<file path="src/rtl/vector_draw_arbiter.sv">
// vector_draw_arbiter
//   Shares one vector sprite-draw engine among N_REQ object controllers
//   (enemies, rockets, base). A round-robin pick is made in IDLE, the
//   winner's position and sprite address are latched, a one-cycle
//   draw_start is issued and the grant is held until draw_done.
//
// Handshake: req_valid is a level request; it is only looked at in IDLE.
//   draw_start is a one-cycle command to the engine; the engine answers
//   with a one-cycle draw_done at any later time (ignored in START).
//
// Optional build macro ARB_WATCHDOG_EN: adds a WAIT_DONE watchdog that
//   abandons a draw after TIMEOUT cycles without draw_done and pulses
//   timeout_err. Without it timeout_err is constant 0.
//
// Ports:
//   clk, rst         clock, synchronous active-high reset
//   req_valid[N]     per-requester draw request
//   req_x/req_y      packed coordinates, requester i at [i*OUT_WIDTH +: OUT_WIDTH]
//   req_adr          packed sprite start addresses, same packing
//   draw_done        engine finished pulse
//   draw_start       engine start pulse
//   draw_x/y/adr     latched data of the granted requester
//   grant            one-hot, START through the draw_done cycle
//   busy             high outside IDLE
//   timeout_err      watchdog pulse
module vector_draw_arbiter #(
  parameter int N_REQ        = 4,
  parameter int OUT_WIDTH    = 8,
  parameter int ADDRESSWIDTH = 8,
  parameter int TIMEOUT      = 1024
) (
  input  logic                            clk,
  input  logic                            rst,
  input  logic [N_REQ-1:0]                req_valid,
  input  logic [N_REQ*OUT_WIDTH-1:0]      req_x,
  input  logic [N_REQ*OUT_WIDTH-1:0]      req_y,
  input  logic [N_REQ*ADDRESSWIDTH-1:0]   req_adr,
  input  logic                            draw_done,
  output logic                            draw_start,
  output logic [OUT_WIDTH-1:0]            draw_x,
  output logic [OUT_WIDTH-1:0]            draw_y,
  output logic [ADDRESSWIDTH-1:0]         draw_adr,
  output logic [N_REQ-1:0]                grant,
  output logic                            busy,
  output logic                            timeout_err
);

  localparam int IW = $clog2(N_REQ);

  if (N_REQ < 2 || N_REQ > 8 || TIMEOUT < 1) begin : g_param_check
    $error("vector_draw_arbiter: N_REQ must be 2..8 and TIMEOUT >= 1");
  end

  typedef enum logic [1:0] {IDLE, START, WAIT_DONE} state_t;

  state_t          state_q, state_d;
  logic [IW-1:0]   rr_ptr;
  logic [IW-1:0]   idx;
  logic [IW-1:0]   pick_idx;
  logic            pick_found;
  logic [IW-1:0]   next_ptr;
  logic            wd_expire;
  logic [N_REQ-1:0] one_hot_base;

  // Round-robin search starting at rr_ptr, wrapping explicitly so that
  // non-power-of-2 N_REQ never selects an out-of-range index.
  always_comb begin
    pick_found = 1'b0;
    pick_idx   = '0;
    for (int k = 0; k < N_REQ; k++) begin
      int c;
      c = int'(rr_ptr) + k;
      if (c >= N_REQ) c = c - N_REQ;
      if (!pick_found && req_valid[c]) begin
        pick_found = 1'b1;
        pick_idx   = IW'(c);
      end
    end
  end

  assign next_ptr = (idx == IW'(N_REQ - 1)) ? '0 : idx + 1'b1;

`ifdef ARB_WATCHDOG_EN
  localparam int CW = $clog2(TIMEOUT + 1);
  logic [CW-1:0] wd_cnt;

  // draw_done in the expiry cycle wins: no error in that case.
  assign wd_expire = (state_q == WAIT_DONE) && !draw_done &&
                     (wd_cnt == CW'(TIMEOUT - 1));

  // Counter is held at zero outside WAIT_DONE, so it starts clean on entry.
  always_ff @(posedge clk) begin
    if (rst || state_q != WAIT_DONE) wd_cnt <= '0;
    else                             wd_cnt <= wd_cnt + 1'b1;
  end

  always_ff @(posedge clk) begin
    if (rst) timeout_err <= 1'b0;
    else     timeout_err <= wd_expire;
  end
`else
  assign wd_expire   = 1'b0;
  assign timeout_err = 1'b0;
`endif

  always_comb begin
    state_d = state_q;
    case (state_q)
      IDLE:      if (pick_found) state_d = START;
      START:     state_d = WAIT_DONE;
      WAIT_DONE: if (draw_done || wd_expire) state_d = IDLE;
      default:   state_d = IDLE;
    endcase
  end

  always_ff @(posedge clk) begin
    if (rst) begin
      state_q  <= IDLE;
      rr_ptr   <= '0;
      idx      <= '0;
      draw_x   <= '0;
      draw_y   <= '0;
      draw_adr <= '0;
    end else begin
      state_q <= state_d;
      if (state_q == IDLE && pick_found) begin
        idx      <= pick_idx;
        draw_x   <= req_x[int'(pick_idx)*OUT_WIDTH +: OUT_WIDTH];
        draw_y   <= req_y[int'(pick_idx)*OUT_WIDTH +: OUT_WIDTH];
        draw_adr <= req_adr[int'(pick_idx)*ADDRESSWIDTH +: ADDRESSWIDTH];
      end
      if (state_q == WAIT_DONE && (draw_done || wd_expire)) rr_ptr <= next_ptr;
    end
  end

  // Outputs decode directly from the state register, so they are glitch
  // free and return to zero in the same cycle the FSM reaches IDLE.
  assign one_hot_base = N_REQ'(1);
  assign draw_start   = (state_q == START);
  assign busy         = (state_q != IDLE);
  assign grant        = busy ? (one_hot_base << idx) : '0;

endmodule

</file>
<file path="config.mk">
export PLATFORM = sky130hd
export DESIGN_NAME = vector_draw_arbiter
export DESIGN_NICKNAME = d
export VERILOG_FILES = /design/src/rtl/vector_draw_arbiter.sv
export SDC_FILE = /design/constraint.sdc
export NUM_CORES = 1
export LEC_CHECK = 0
export ABC_AREA = 1
export CORE_MARGIN = 8
export CORE_UTILIZATION = 36
export DETAILED_ROUTE_END_ITERATION = 10
export GPL_TIMING_DRIVEN = 0
export PLACE_DENSITY = 0.82
export RECOVER_POWER = 100
export SLEW_MARGIN = 20
export SYNTH_ARGS = -nofsm -noshare
export SYNTH_HDL_FRONTEND = slang
export SYNTH_SLANG_ARGS = --single-unit
</file>
<file path="constraint.sdc">
create_clock -name clk -period 1.85 [get_ports clk]
set_input_delay 0.555 -clock clk [delete_from_list [all_inputs] [get_ports clk]]
set_output_delay 0.555 -clock clk [all_outputs]
set_load 0.05 [all_outputs]
</file>
==> results.md <==
- Largest net degree at the start of global routing: 11
- Power Total: 4550 uW
- Distinct cell type count after synthesis: 25
- Port Buffers: 132
- Min-Delay Path Class: reg -> reg
- Crit. End Element: flop
- Setup violators final: 28
- Vias in the first global route: 3476
- Max Slew Vio Count: 0
- IO Count: 134
- Max VDD drop: 539 uV
- Post-detail-place hpwl: 7190 um
- CP Data Arrival Time: 2.26 ns
- Final Hold Vio Count: 0
- Max FO, Critical Path: 7
- Final worst-path cycle share: 112%
- Synth Cell Area: 2420 um2
- Die span in y: 98.1 um
- DR iter-0 viols: 133
- Synth Register Bits: 30
- Wire per inst: 17.6 um
- H-tree depth: 2
- Via count: 3653
- Clk sinks: 30
- Placed Instances: 666
- Synth cell count leaders: nand2_1 (233), nand3_1 (52), inv_1 (40)
- Clock Path Buffers: 2
- Fraction of registers with async set/reset: 0%
- Final ANT Viol Nets: 0
- Number of max-cap violations: 0
- Status: finished, violations left
- Leak: 0.00267 uW
- Worst hold slack: 0.533 ns
- DR vias/cell: 5.11
- Yosys top cell area share: 36.1%
- Top cells by area, synth: nand2_1 (36%), dfxtp_1 (25%), nand3_1 (11%)
- Min cycle time layout: 2.07 ns
- Synth Area per Inst: 5.34 um2
- Initial Util: 36.5%
- Clock Skew: 0.0102 ns
- Clk Latency, worst-skew pair: 0.29 ns
- Nets: 741
- First-pass GRT wire length: 16700 um
- Failing checks: negative setup slack
- Count leader, synth: nand2_1
- Net Count, Synth: 561
- Core area: 6640 um2
- Die W: 98.1 um
- Post-Route Utilization: 78.2%
- Final setup margin: -0.221 ns
- Post-synthesis sequential area ratio: 24.8%
- Row cnt: 30
- Synth-to-layout area growth: 114%
- Global placer's final weighted congestion: 0.875
- Fmax: 483 MHz
- # diodes: 0
- GRT Total Usage: 21.1%
- Non-Filler Instances: 715
- Filler cells: 481
- Initial antenna violation count: 0
- Global route overflow: 0
- TritonCTS clock tree: yes
- Synth area leader: nand2_1
- Total CTS buffers: 5
- Setup WS pre-CTS: -0.751 ns
- Commonest register cell after synthesis: dfxtp_1
- Drt first pass iters: 5
- Pwr dens: 875 nW/um2
- Cts hold-fix bufs: 0
- Post-synthesis cell count: 454
- YS warnings: 0
- Worst-path clk slew: 0.08 ns
- Worst EP required: 2.04 ns
- Layout cells sized above 1: 30.9%
- RSZ-0062 raised after global routing: yes
- Root Buffer: clkbuf_8
- Rel. slew slack: 60.7%
- Drc violations: 0
- CP Launch Type: flop
- EDFF count, synth: 0
- Slew @ Worst Pin: 0.589 ns
- Die ar.: 9620 um2
- CP Class: reg -> reg
- Total routed wirelength: 12600 um
[layout by cell type, fill, tap and decap left out, drive strengths merged]
cell type / synthesis / layout
nand4: 1 / 1
dlygate4sd3: 0 / 1
clkdlybuf4s50: 0 / 97
dlygate4sd2: 0 / 24
clkbuf: 3 / 16
a211oi: 2 / 2
o21a: 1 / 1
nand2: 238 / 239
conb: 1 / 1
nor2: 41 / 42
ha: 4 / 4
clkdlybuf4s15: 0 / 3
clkinv: 0 / 2
nand3: 55 / 55
o21ai: 9 / 9
buf: 18 / 56
inv: 48 / 48
dfxtp: 30 / 30
bufbuf: 0 / 1
a21oi: 3 / 3
[registers in the layout, indices dropped and copies added (netlist names)]
signal	count
draw_x	8
draw_y	8
idx	2
draw_adr	8
state_q	2
rr_ptr	2
[metal layers]
metal  part of all wire (%)  global-route usage [%]
met2                     49                    37.5
met5                      0                       0
met1                     38                    23.2
met3                    8.1                    7.11
met4                    4.4                    6.00
[where the power goes]
part	total, uW	switching [uW]	leakage [uW]	internal, uW
clock	580	280	0.0000482	301
sequential	886	93.6	0.000250	792
combinational	3080	1800	0.00238	1290
total	4550	2170	0.00267	2380
[cells by family (layout without fill, tap and decap cells)]
logic type / Yosys count / count (layout) / synth area share [%]
and+or+nand+nor: 335 / 337 / 57.0
buffers and inverters: 69 / 248 / 12.6
DFF: 30 / 30 / 24.8
AOI/OAI and AO/OA: 15 / 15 / 3.41
adders and majority gates: 4 / 4 / 2.06
other: 1 / 1 / 0.155
[repair_timing]
item / CTS / global route
gates resized for setup: 167 / 145
setup endpoints to repair: 58 / 34
setup buffers: 19 / 8
pin swaps: 39 / 78
gates cloned: 11 / 4
[critical path, cell delays in order, from the launching register on]
cell and delay (ns):
dfxtp_4 0.41, inv_6 0.07, nand2_2 0.09, nand2_4 0.09, buf_4 0.14, o21ai_1 0.33, nand3_4 0.13, nand3_4 0.11
nand2_8 0.10, buf_12 0.16, clkinv_8 0.05, nand4_1 0.15, nand2_1 0.10, nor2_1 0.04
[path summary, 6_finish.rpt]
path | slack, ns | cells after the start | start | to
setup reg to reg | -0.22 | 13 | rr_ptr[1]$_SDFFE_PP0P_ | draw_adr[2]$_SDFFE_PP0P_
hold / removal | 0.53 | 2 | idx[1]$_SDFFE_PP0P_ | idx[1]$_SDFFE_PP0P_
setup / recovery | -0.22 | 13 | rr_ptr[1]$_SDFFE_PP0P_ | draw_adr[2]$_SDFFE_PP0P_
hold reg to reg | 0.53 | 2 | idx[1]$_SDFFE_PP0P_ | idx[1]$_SDFFE_PP0P_
[through the flow]
stage	area, um2	setup TNS [ns]
after floorplan	2420	0
final	5200	-3.94
after global placement	3850	-18.25
after CTS	4580	-0.349
after global routing	5200	-6.22
after detailed placement	3850	-19.69
[area by class of cell]
| cell class | instances | area (um2) | share of cell area [%] |
|---|---|---|---|
| buffer | 21 | 264 | 5.08 |
| clock buffer | 7 | 86.3 | 1.66 |
| clock inverter | 1 | 5.00 | 0.0963 |
| inverter | 48 | 223 | 4.29 |
| multi-input combinational | 357 | 2130 | 41.0 |
| sequential | 30 | 607 | 11.7 |
| tap | 80 | 100 | 1.93 |
| timing repair buffer | 170 | 1780 | 34.2 |
| timing repair inverter | 1 | 6.26 | 0.120 |
No activity file was read; power rests on OpenSTA's default activity.
